File: src/rtl/fetch_pkg.sv
// Shared types for the instruction fetch front end.
//   fetch_state_t : fetch FSM states
//   fetch_entry_t : one buffered instruction together with its address
package fetch_pkg;
  localparam int          INSTR_W = 32;
  localparam logic [31:0] PC_INCR = 32'd4;

  typedef enum logic [1:0] {
    IDLE = 2'd0,  // no request on the bus
    REQ  = 2'd1,  // request at fetch_pc
    DROP = 2'd2   // stale request in flight, its data is thrown away
  } fetch_state_t;

  typedef struct packed {
    logic [31:0]        pc;
    logic [INSTR_W-1:0] instr;
  } fetch_entry_t;
endpackage

File: src/rtl/instr_fifo.sv
// Synchronous FIFO of fetched {pc, instr} entries.
//   clk_i, rst_i      : clock, synchronous active-high reset
//   push_i/push_data_i: write one entry (caller never pushes when full)
//   pop_i             : drop head entry (caller never pops when empty)
//   flush_i           : clear pointers and count; overrides push/pop
//   head_o            : head entry, all-zero while empty
//   empty_o, full_o, count_o : occupancy
module instr_fifo
  import fetch_pkg::*;
#(
  parameter int DEPTH = 4,
  parameter int CW    = $clog2(DEPTH) + 1
) (
  input  logic          clk_i,
  input  logic          rst_i,
  input  logic          push_i,
  input  fetch_entry_t  push_data_i,
  input  logic          pop_i,
  input  logic          flush_i,
  output fetch_entry_t  head_o,
  output logic          empty_o,
  output logic          full_o,
  output logic [CW-1:0] count_o
);
  localparam int PW = $clog2(DEPTH);

  fetch_entry_t  mem [DEPTH];
  logic [PW-1:0] rd_ptr, wr_ptr;
  logic [CW-1:0] count;

  always_ff @(posedge clk_i) begin
    if (rst_i || flush_i) begin
      rd_ptr <= '0;
      wr_ptr <= '0;
      count  <= '0;
    end else begin
      if (push_i) wr_ptr <= wr_ptr + 1'b1;
      if (pop_i)  rd_ptr <= rd_ptr + 1'b1;
      count <= count + CW'(push_i) - CW'(pop_i);
    end
  end

  // Storage needs no reset: the head is masked to zero while empty.
  always_ff @(posedge clk_i) begin
    if (push_i && !flush_i) mem[wr_ptr] <= push_data_i;
  end

  assign empty_o = (count == '0);
  assign full_o  = (count == CW'(DEPTH));
  assign count_o = count;
  assign head_o  = empty_o ? '0 : mem[rd_ptr];
endmodule

File: src/rtl/instr_fetch_queue.sv
// Instruction fetch front end: owns the PC, issues req/ack fetches to
// instruction memory, buffers results in instr_fifo and hands them to
// decode with valid/ready. A redirect flushes the queue and refetches.
//   clk_i, rst_i               : clock, synchronous active-high reset
//   start_i                    : fetch enable (low blocks new requests only)
//   mem_req_o, mem_addr_o      : fetch request, held until mem_ack_i
//   mem_ack_i, mem_rdata_i     : request accepted, data valid same cycle
//   instr_valid_o/instr_o/instr_pc_o, instr_ready_i : decode handshake
//   redirect_i, redirect_pc_i  : flush and restart at redirect_pc_i & ~3
// All outputs are registered or decoded from state only.
module instr_fetch_queue
  import fetch_pkg::*;
#(
  parameter int          DEPTH    = 4,
  parameter logic [31:0] RESET_PC = 32'h0000_0000
) (
  input  logic               clk_i,
  input  logic               rst_i,
  input  logic               start_i,
  output logic               mem_req_o,
  output logic [31:0]        mem_addr_o,
  input  logic               mem_ack_i,
  input  logic [INSTR_W-1:0] mem_rdata_i,
  output logic               instr_valid_o,
  output logic [INSTR_W-1:0] instr_o,
  output logic [31:0]        instr_pc_o,
  input  logic               instr_ready_i,
  input  logic               redirect_i,
  input  logic [31:0]        redirect_pc_i
);
  localparam int            CW      = $clog2(DEPTH) + 1;
  localparam logic [CW-1:0] DEPTH_C = CW'(DEPTH);

  fetch_state_t  state, state_nxt;
  logic [31:0]   fetch_pc, fetch_pc_nxt, addr_q, redir_pc;
  logic          push, pop, space, fifo_empty, fifo_full;
  logic [CW-1:0] count, count_nxt;
  fetch_entry_t  push_data, head;

  assign redir_pc  = redirect_pc_i & ~32'd3;
  assign push_data = '{pc: fetch_pc, instr: mem_rdata_i};

  // A redirect kills both the incoming word and any consumption this cycle.
  assign pop  = !fifo_empty && instr_ready_i && !redirect_i;
  assign push = (state == REQ) && mem_ack_i && !redirect_i && !fifo_full;

  // Issue a request only if its word is guaranteed a slot once it lands.
  assign count_nxt = redirect_i ? '0 : count + CW'(push) - CW'(pop);
  assign space     = (count_nxt < DEPTH_C);

  always_comb begin
    state_nxt    = state;
    fetch_pc_nxt = fetch_pc;
    if (redirect_i) fetch_pc_nxt = redir_pc;
    case (state)
      IDLE: if (start_i && space) state_nxt = REQ;
      REQ: begin
        if (mem_ack_i) begin
          if (!redirect_i) fetch_pc_nxt = fetch_pc + PC_INCR;
          state_nxt = (start_i && space) ? REQ : IDLE;
        end else if (redirect_i) begin
          // Request cannot be withdrawn; park on it until its ack.
          state_nxt = DROP;
        end
      end
      DROP: if (mem_ack_i) state_nxt = (start_i && space) ? REQ : IDLE;
      default: state_nxt = IDLE;
    endcase
  end

  always_ff @(posedge clk_i) begin
    if (rst_i) begin
      state    <= IDLE;
      fetch_pc <= RESET_PC;
      addr_q   <= RESET_PC;
    end else begin
      state    <= state_nxt;
      fetch_pc <= fetch_pc_nxt;
      // DROP keeps the stale address on the bus; elsewhere the bus address
      // tracks fetch_pc (which is stable while a REQ is outstanding).
      if (state_nxt != DROP) addr_q <= fetch_pc_nxt;
    end
  end

  instr_fifo #(.DEPTH(DEPTH)) u_fifo (
    .clk_i      (clk_i),
    .rst_i      (rst_i),
    .push_i     (push),
    .push_data_i(push_data),
    .pop_i      (pop),
    .flush_i    (redirect_i),
    .head_o     (head),
    .empty_o    (fifo_empty),
    .full_o     (fifo_full),
    .count_o    (count)
  );

  assign mem_req_o     = (state != IDLE);
  assign mem_addr_o    = addr_q;
  assign instr_valid_o = !fifo_empty;
  assign instr_o       = head.instr;
  assign instr_pc_o    = head.pc;
endmodule

File: config.mk
export PLATFORM = sky130hd
export DESIGN_NAME = instr_fetch_queue
export DESIGN_NICKNAME = d
export VERILOG_FILES = /design/src/rtl/fetch_pkg.sv /design/src/rtl/instr_fifo.sv /design/src/rtl/instr_fetch_queue.sv
export SDC_FILE = /design/constraint.sdc
export NUM_CORES = 1
export LEC_CHECK = 0
export CAP_MARGIN = 20
export CORE_UTILIZATION = 55
export CTS_BUF_LIST = sky130_fd_sc_hd__clkbuf_16
export DETAILED_ROUTE_END_ITERATION = 10
export GPL_TIMING_DRIVEN = 0
export PLACE_DENSITY = 0.79
export SYNTH_ARGS = -nofsm -noshare
export SYNTH_HDL_FRONTEND = slang
export SYNTH_SLANG_ARGS = --single-unit
File: constraint.sdc
create_clock -name clk_i -period 5.5 [get_ports clk_i]
set_input_delay 0.55 -clock clk_i [delete_from_list [all_inputs] [get_ports clk_i]]
set_output_delay 0.55 -clock clk_i [all_outputs]
set_load 0.01 [all_outputs]
Yosys cells after proc, flatten, opt, wreduce, memory -nomap -nowiden
Memory sizes are Yosys's and may differ from the RTL's. A register that Yosys moved wholly into a read port is not among the register bits.
Cells that the tools add are included.
{"block": "classes", "n_eq_ne": 4, "n_lt_le_gt_ge": 1, "addsub": 5, "reduce_logical": 14, "n_mux": 16}
{"cell": "$mux W32", "count": 4}
{"cell": "$mux W64", "count": 1}
{"cell": "$add A32 B3 Y32 const B", "count": 1}
{"cell": "$mux W2", "count": 6}
{"cell": "$logic_and A1 B1 Y1", "count": 7}
{"cell": "$pmux W2 S3", "count": 1}
{"cell": "$add A2 B1 Y2 const B", "count": 2}
{"cell": "$add A3 B1 Y3", "count": 1}
{"cell": "$eq A3 B3 Y1 const B", "count": 1}
{"cell": "$logic_not A1 Y1", "count": 3}
{"cell": "$logic_not A3 Y1", "count": 1}
{"cell": "$lt A3 B3 Y1 const B", "count": 1}
{"cell": "$mux W1", "count": 3}
{"cell": "$mux W3", "count": 1}
{"cell": "$sub A3 B1 Y3", "count": 1}
{"cell": "$eq A2 B1 Y1 const B", "count": 1}
{"cell": "$eq A2 B2 Y1 const B", "count": 1}
{"cell": "$logic_not A2 Y1", "count": 1}
{"cell": "$ne A2 B2 Y1 const B", "count": 1}
{"cell": "$reduce_bool A2 Y1", "count": 1}
{"cell": "$logic_or A1 B1 Y1", "count": 1}
{"block": "word_totals", "inputBits": 70, "ram_bits": 256, "wordCells": 47, "out_inout_bits": 98, "ff_bits": 73, "n_memories": 1}
{"name": "u_fifo.mem", "words": 4, "width": 64, "rd": 1, "rd_ports_with_merged_regs": 1, "write_ports": 1, "line_no": "instr_fifo.sv:27", "text": "fetch_entry_t mem [DEPTH];"}

Logic depth before layout (Yosys ltp)
{"block": "logic_depth", "word_depth": 13, "depth_mapped": 11, "depth_no_buf": 10}

Modules after synthesis
From an unflattened synthesis, not the netlist that was laid out.
{"block": "hier_totals", "hier_cells": 795, "hier_area_um2": 13340.3}
{"mod": "instr_fifo", "seq_area_each_um2": 7867.5, "n_inst": 1, "cells_per_inst": 453, "area_per_inst_um2": 10199.8}
{"mod": "instr_fetch_queue", "seq_area_each_um2": 1321.3, "n_inst": 1, "cells_per_inst": 342, "area_per_inst_um2": 3140.5}

Worst setup path before layout
OpenSTA, ideal clock, no wires.
{"block": "synth_timing", "kind": "input port to flip-flop", "from": "input redirect_i", "to": "memory u_fifo.mem[0][0] (netlist bit) (enable)", "n_path_buf": 2, "path_slack_ns": 2.143, "setup_ns": 0.429, "t_required_ns": 5.071, "path_stages": 4, "arrival_time_ns": 2.928, "cell_sequence": "buf_2 buf_1 a311oi_2 and2_1"}
{"block": "synth_between", "elab_chain_cells": 6}
{"element": "start: declaration", "line_no": "instr_fetch_queue.sv:28", "text": "input logic redirect_i,"}
{"element": "$logic_not A1 Y1 *", "line_no": "instr_fifo.sv:45, instr_fetch_queue.sv:45"}
{"element": "$logic_and A1 B1 Y1 (2 in series)", "line_no": "instr_fetch_queue.sv:45", "text": "assign push = (state == REQ) && mem_ack_i && !redirect_i && !fifo_full;"}
{"element": "$logic_and A1 B1 Y1 *", "line_no": "instr_fifo.sv:45", "text": "if (push_i && !flush_i) mem[wr_ptr] <= push_data_i;"}
{"element": "$mux W1 *", "line_no": "instr_fifo.sv:45"}
{"element": "$mux W1 (implied by the code) *", "line_no": "instr_fifo.sv:45"}
{"element": "end: declaration", "line_no": "instr_fifo.sv:27"}
Mark *: on every way between the ends. The rest lies on a longest branch, timed or not.

Final worst setup path
{"block": "layout_timing", "from": "input redirect_i", "to": "register state[0]"}
{"block": "layout_between", "word_cells_on_any_way": 15, "classes_between": "2 x add/sub; 1 x order compare; 7 x mux; 5 x reduce/logical"}
{"element": "$logic_not A1 Y1 *", "line_no": "instr_fetch_queue.sv:44", "text": "assign pop = !fifo_empty && instr_ready_i && !redirect_i;"}
{"element": "$logic_and A1 B1 Y1 *", "line_no": "instr_fetch_queue.sv:44"}
{"element": "net pop", "line_no": "instr_fetch_queue.sv:36", "text": "logic push, pop, space, fifo_empty, fifo_full;"}
{"element": "$sub A3 B1 Y3 *", "line_no": "instr_fetch_queue.sv:48", "text": "assign count_nxt = redirect_i ? '0 : count + CW'(push) - CW'(pop);"}
{"element": "$mux W3 *", "line_no": "instr_fetch_queue.sv:48"}
{"element": "$lt A3 B3 Y1 *", "line_no": "instr_fetch_queue.sv:49", "text": "assign space = (count_nxt < DEPTH_C);"}
{"element": "$logic_and A1 B1 Y1 *", "line_no": "instr_fetch_queue.sv:56, instr_fetch_queue.sv:60, instr_fetch_queue.sv:66"}
{"element": "$mux W1", "line_no": "instr_fetch_queue.sv:60, instr_fetch_queue.sv:66"}
{"element": "$mux W2 (on tied branches)", "line_no": "instr_fetch_queue.sv:66, instr_fetch_queue.sv:58"}
{"element": "$pmux W2 S3 *", "line_no": "instr_fetch_queue.sv:55", "text": "case (state)"}
{"element": "end signal: assignment", "line_no": "instr_fetch_queue.sv:77", "text": "state <= state_nxt;"}
{"element": "end: declaration", "line_no": "instr_fetch_queue.sv:34", "text": "fetch_state_t state, state_nxt;"}
The timed path passes the listed nets; every way through them passes the cells marked *.
A chain may end at the register's enable or synchronous reset.

==> summary.md <==
| Metric | Value |
|---|---|
| Initial antenna violation count | 0 |
| Largest net degree at the start of global routing | 52 |
| Status | complete, no violations |
| Area of the multi-input gates | between 3000 and 4000 sq um |
| GRT overflow | 0 |
| Post-CTS sizing | 0 |
| Layout area overhead | 23.8% |
| Worst-path fanout max | 10 |
| Critical path's top delay family | buffers and inverters |
| Synth top area cells | edfxtp_1 (59%), dfxtp_1 (11%), mux4_2 (11%), and2_1 (3.9%), mux2i_1 (1.2%) |
| Register area share after synthesis | 70.0% |
| Vias | about 7800 |
| Fraction of layout cells with a size suffix above 1 | 13.4% |
| Count leader, synth | edfxtp_1 |
| CTS tree | built |
| Clock Latency Late Sink | roughly 0.56 ns |
| Drt via density | 5.79 |
| Total Routing Usage GR | approximately a quarter |
| I/O Buffers | approximately 170 |
| Final setup violation count | 0 |
| CP Launch Type | input pin |
| Core area | 23500 sq um |
| Synth top area share | 58.5% |
| Lkg Pwr | between 0.005 and 0.006 uW |
| CP Class | in2reg |
| Num CTS Buffers | 31 |
| First-pass GRT wire length | about 44000 um |
| Cell variety after synth | between 60 and 70 |
| Final Wtd Congestion | 0.934 |
| Worst Path Required | 5.99 ns |
| TritonCTS Sinks | 331 |
| Synth area leader | edfxtp_1 |
| Data arrival time of the critical path | around 4.3 ns |
| Antenna cells | 0 |
| Die area | 24500 sq um |
| Crit. End Element | register |
| Post-synth EDFFs | 256 |
| Clk pin slew, worst setup/hold paths | 0.06 ns |
| Syn nets | 874 |
| Most used cell, CP | ha_1 |
| Final WL | 28600 um |
| Dpl hpwl | approximately 18000 um |
| Maximum Capacitance Violations | 0 |
| Least-Margin Pin Slew | 0.758 ns |
| Inst Count DP | between 1000 and 1500 |
| Seq cells post-synth | 331 |
| Hold WC Path Type | reg2reg |
| Top FF cell, synth | edfxtp_1 |
| Clock Skew | 0.0145 ns |
| PD cells | 312 nW/um^2 |
| Final hold violation count | 0 |
| Die X | 157 um |
| Initial core utilization | a little under three fifths |
| Post-DRT Antenna Nets | 0 |
| Max-slew violation count | 0 |
| Relative slew slack | 49.5% |
| Number of H-tree levels | 1 |
| Die Y | about 160 um |
| Non-Filler Instances | ~1300 |
| # rows | 56 |
| Syn Area/Cell | 16.5 sq um |
| Crit-path cells | clkdlybuf4s50_1 -> buf_2 -> buf_1 -> clkbuf_1 -> nor2_1 -> ha_1 -> inv_1 -> ha_1 -> fa_1 -> xnor2_1 -> o211ai_1 -> a21oi_1 |
| Crit path buf inv count | 5 |
| PnR worst setup slack | 1.71 ns |
| # fillers | 1565 |
| Fraction of registers with async set/reset | 0% |
| RSZ-0062 raised after global routing | false |
| Tcrit/Tclk final | 69.0% |
| Post-Synthesis Cell Area | approximately 13000 sq um |
| Vias in the first global route | approximately 7900 |
| Wire per inst | between 20 and 25 um |
| CTS Hold Bufs | 0 |
| Maximum buffer depth of the clock tree | 3 |
| Initial DRC count | 552 |
| Register area | about 9200 sq um |
| Max VDD drop | 0.000191 V |
| CP max stage delay | 0.69 ns |
| Place WS | 1.31 ns |
| Drc violations | 0 |
| Cells after Synth | 796 |
| Clock root buffer | clkbuf_16 |
| Critical-path top delay cell | clkdlybuf4s50_1 |
| NumNets Final | 1076 |
| Drt first pass iters | 5 |
| Final min period | 3.79 ns |
| Synth warn | 0 |
| Setup TNS | 0 ns |
| # Post-CTS Setup Buffers | 0 |
| IO Pins | ~170 |
| Post-synth top cells | edfxtp_1 (256), and2_1 (81), dfxtp_1 (75), mux4_2 (64), nand2_1 (38) |
| FMAX | 264 MHz |
## report_power, final
group          switching [uW]  leakage, uW  internal [uW]
sequential               49.2      0.00294           2730
clock                     884     0.000498           1140
combinational             121      0.00201            138
total                    1050      0.00545           4010
## through the flow
stage	power (uW)	instance area [sq um]	hold slack, ns	utilization, %
6_report	5070	16300	0.467	69.3
5_1_grt	5210	16300	0.484	69.3
4_1_cts	5090	16300	0.470	69.3
3_5_place_dp	3090	15300	0.452	65.2
3_3_place_gp	3090	15200	0.443	64.7
2_1_floorplan	2930	13100	0.452	-
## worst register-to-register path: stages, from the launching register on
cell,delay [ns]
dfxtp_1,0.34
or3_1,0.48
clkbuf_1,0.34
nand2_1,0.22
nor2_1,0.07
ha_1,0.32
inv_1,0.05
ha_1,0.21
fa_1,0.38
xnor2_1,0.25
o211ai_1,0.12
a21oi_1,0.15
## final cells by class
cell class,count,share of cell area (%)
sequential,331,56.5
multi-input combinational,413,23.0
timing repair buffer,169,10.8
clock buffer,32,4.92
tap,319,2.45
buffer,41,1.06
clock inverter,26,1.03
inverter,11,0.254
## placed cells by master (no fill, tap or decap), types with 9 or more instances in the layout
cell	instances
mux2i_1	16
dfxtp_1	75
inv_1	16
and2_1	77
nor2_1	34
mux4_2	64
edfxtp_1	256
buf_2	9
and3_1	10
o21ai_0	19
a21oi_1	11
nand2_1	38
clkinv_1	11
nand3_1	9
nand4_1	13
clkdlybuf4s50_1	165
clkbuf_1	29
clkbuf_16	32
xnor2_1	10
## per-layer routing
| layer | GRT usage, % | vias up | wire (um) |
|---|---|---|---|
| met3 | 3.35 | 56 | 2200 |
| met4 | 7.19 | 0 | 685 |
| met2 | 39.6 | 358 | 13800 |
| met5 | 0 | - | 0 |
| met1 | 33.0 | 3840 | 11900 |
| li1 | - | 3511 | - |
## worst paths after layout
path | end | slack, ns | cells after the start | from
hold reg to reg | mem_addr_o[20] | 0.47 | 2 | mem_addr_o[20]
hold / removal | mem_addr_o[20] | 0.47 | 2 | mem_addr_o[20]
setup reg to reg | state[0] | 2.52 | 11 | u_fifo.count_o[2]
setup / recovery | state[0] | 1.71 | 12 | redirect_i
## cells by family after synthesis
| kind of cell | synth area share [%] |
|---|---|
| mux | 12.6 |
| compound gates | 4.02 |
| xor+xnor | 0.934 |
| fa+ha+maj | 0.819 |
| simple gates | 10.1 |
| flops | 70.0 |
| buf+inv | 1.63 |
## flip-flops by register name, summed over array words and instances, names as in the netlist, named ones only
signal and count:
u_fifo.mem 256, fetch_pc 32, mem_addr_o 32, u_fifo.count_o 3, state 2, u_fifo.rd_ptr 2, u_fifo.wr_ptr 2
Note: power is estimated with default switching activity, not from simulation.
==> RTL edit 1 (same settings) <==
Encoding of `fetch_state_t`: now one-hot (3 bits for 3 states).
--- a/src/rtl/fetch_pkg.sv
+++ b/src/rtl/fetch_pkg.sv
@@ -6,8 +6,8 @@
   localparam logic [31:0] PC_INCR = 32'd4;
 
-  typedef enum logic [1:0] {
-    IDLE = 2'd0,  // no request on the bus
-    REQ  = 2'd1,  // request at fetch_pc
-    DROP = 2'd2   // stale request in flight, its data is thrown away
+  typedef enum logic [2:0] {
+    IDLE = 3'b001,  // no request on the bus
+    REQ  = 3'b010,  // request at fetch_pc
+    DROP = 3'b100   // stale request in flight, its data is thrown away
   } fetch_state_t;
 
Check against the original RTL: same outputs for any inputs over 4 cycles, from zero or initial values and one cycle with rst_i high; so few cycles prove little.
==> RTL edit 1 against the original RTL <==
  * Synthesized area rose by 0.33%
  * Routed wire length is 1.1% higher
  * Non-clock buffer count down 2
  * Clock skew rose by 0.00058 ns
  * Sequential cell count grew 1
  * Highest routed layer unchanged
  * Power grew 2.2%
  * Register-to-register slack lost 0.58 ns
  * Count of clock-buffer cells in the layout grew 5
  * Global-route usage is 0.43 points higher
  * Design area rose by 0.99%
  * Worst setup slack lost 0.18 ns
  * Critical path depth up 2
  * Core utilization rose by 0.69 points
==> RTL edit 1: results <==
group,metric,value,unit
timing,slew_headroom,40.4,%
yosys,synth_nets,888,
global_routing,track_usage,24.3,%
finish,instances_no_fill,1358,
place,hpwl,19.0,mm
global_routing,grt_use_met2,40.0,%
critical_path,worstPathArrival,4.34,ns
yosys,synthCells,810,
timing,finalClockSkew,0.0151,ns
place,place_area,0.0153,sq mm
global_routing,grt.met1_usage,33.3,%
global_routing,grt_pass1_vias,7809,
clock_network,numCtsBuffers,34,
status,status,"finished, final reports clean",
global_routing,grt_pass1_wl,44.3,mm
drt,num_vias,7747,
drt,wl_per_cell,21.3,um
critical_path,reg2reg_depth,13,
global_routing,met3_usage,4.46,%
clock_network,post_cts.repair.setup_buffers,0,
power_and_ir_drop,ir_drop,0.000342,V
yosys,synthTopCellsByArea,"edfxtp_1 58%, dfxtp_1 12%, mux4_2 11%, and2_1 3.6%, nor2_1 1.5%",
place,post-place-ws,1.07,ns
global_routing,grt_max_degree,55,
yosys,synthDistinctLibCells,56,
yosys,postSynth.asyncResetShare,0,%
yosys,yosys-top-cells-count,"256 x edfxtp_1, 76 x dfxtp_1, 75 x and2_1",
drt,drtIter0Drc,559,
place,gp_congestion,0.922,
drt,drt_first_pass_iters,5,
finish,nets,1093,
==> RTL edit 1: cell type report <==
class / count / area (sq um)
Buffer: 39 / 158
Clock buffer: 37 / 926
Clock inverter: 23 / 153
Fill cell: 1560 / 7050
Inverter: 10 / 37.5
Multi-Input combinational cell: 429 / 3780
Sequential cell: 332 / 9210
Tap cell: 319 / 399
Timing Repair Buffer: 169 / 1760
==> RTL edit 1: power by group <==
group          leakage (uW)  internal, uW  switching [uW]
sequential          0.00295          2730            47.2
combinational       0.00199           108            91.7
clock              0.000545          1300             902
==> RTL edit 1: metal layers <==
metal  part of all wire (%)  up-vias
li1                       -     3520
met1                     43     3897
met2                     49      291
met3                    6.5       39
met4                    1.8        0
met5                      0        -
==> RTL edit 1: cells by family after synthesis <==
kind of cell	count (synthesis)	synth area share, %
XOR/XNOR	16	1.06
AO/OA/AOI/OAI	59	3.01
buffers and inverters	49	1.48
flip-flops	332	69.9
AND/OR/NAND/NOR	251	10.3
multiplexers	95	13.5
adder cells (fa/ha/maj)	8	0.817
==> RTL edit 1: worst paths after layout <==
path                     start            end  slack, ns
max                 redirect_i       state[0]       1.53
max reg2reg  u_fifo.count_o[2]       state[0]       1.94
min reg2reg      mem_addr_o[7]  mem_addr_o[7]       0.45
min              mem_addr_o[7]  mem_addr_o[7]       0.45
==> RTL edit 1: worst max-delay path, cell delays in order <==
cell             delay [ns]
clkdlybuf4s50_1        0.48
buf_2                  0.22
buf_1                  0.62
clkbuf_1               0.45
nor2_1                 0.13
ha_1                   0.30
inv_1                  0.04
ha_1                   0.20
fa_1                   0.38
xnor2_1                0.15
xnor2_1                0.27
o21ai_0                0.18
a221oi_1               0.28
o21ai_0                0.11
==> RTL edit 2 (same settings) <==
Made on the original files. The package constant `INSTR_W` goes from 32 to 64.
--- a/src/rtl/fetch_pkg.sv
+++ b/src/rtl/fetch_pkg.sv
@@ -3,5 +3,5 @@
 //   fetch_entry_t : one buffered instruction together with its address
 package fetch_pkg;
-  localparam int          INSTR_W = 32;
+  localparam int          INSTR_W = 64;
   localparam logic [31:0] PC_INCR = 32'd4;
 
Interface: changed (resized instr_o and mem_rdata_i); port bits go from 168 to 232. The function was not compared with the original's and may differ.
==> RTL edit 2 against the original RTL <==
  * Combinational power up 25%
  * Count of clock-buffer cells in the layout up 15
  * Synthesized area up 37%
  * Design area up 38%
  * Highest routed layer is now met5
  * Critical path depth down 6
  * Worst setup slack worse by 0.40 ns
  * Sequential cell count up 128
  * Cell count up 32%
  * Power up 43%
  * Sequential power up 39%
  * Routed wire length up 37%
==> RTL edit 2: results <==
group,metric,value,unit
status,status,"finished, final reports clean",
finish,instances_no_fill,1765,
drt,routed_wl,39.2,mm
yosys,synthDistinctLibCells,61,
yosys,synthCells,1012,
yosys,yosys-top-cells-count,"384 x edfxtp_1, 105 x and2_1, 96 x mux4_2",
place,post-place-ws,1.30,ns
global_routing,grt_pass1_wl,59.8,mm
drt,detailroute.wirelength.met3,3.41,mm
power_and_ir_drop,ir_drop,0.000278,V
power_and_ir_drop,p_leak,0.00734,uW
drt,maxUsedRoutingLayer,"met5",
finish,nets,1403,
yosys,yosysSeqAreaShare,72.3,%
yosys,synthMuxAreaShare,13.2,%
global_routing,met3_usage,5.02,%
global_routing,antenna_found_initial,2,
global_routing,grt_use_met2,38.8,%
critical_path,setup.worst_path.start_class,"flip-flop",
place,dp.cells,1680,
place,hpwl,25.5,mm
global_routing,track_usage,23.6,%
drt,drtIter0Drc,808,
global_routing,grt.met1_usage,32.6,%
place,gp_congestion,0.894,
critical_path,worstPathArrival,3.64,ns
place,port_buffers,229,
drt,viasPerCell,5.81,
yosys,synth_nets,1122,
==> RTL edit 2: changes by cell type in the layout (fill, tap and decap cells not counted), sizes merged, moves of 11 or more <==
cell,delta
and2,+23
clkbuf,+23
clkdlybuf4s50,+64
edfxtp,+128
mux4,+32
nor3,+11
==> RTL edit 2: final timing paths <==
| check | slack [ns] | end | cells past startpoint |
|---|---|---|---|
| setup / recovery | 1.31 | instr_pc_o[20] | 6 |
| hold / removal | 0.46 | mem_addr_o[5] | 2 |
| setup reg to reg | 2.19 | u_fifo.mem[0][39] | 5 |
| hold reg to reg | 0.46 | mem_addr_o[5] | 2 |
==> RTL edit 2: report_power, final <==
part	switching, uW	internal [uW]	total, uW
clock	1230	1820	3060
sequential	53.0	3810	3870
combinational	149	176	325
==> RTL edit 2: final cells by class <==
cell class                 count  area, sq um
sequential                   459        13000
multi-input combinational    488         4730
clock buffer                  47         1180
buffer                        53          213
tap                          435          544
inverter                      12         45.0
timing repair buffer         233         2400
fill                        2057         9420
antenna                        1         2.50
clock inverter                37          315
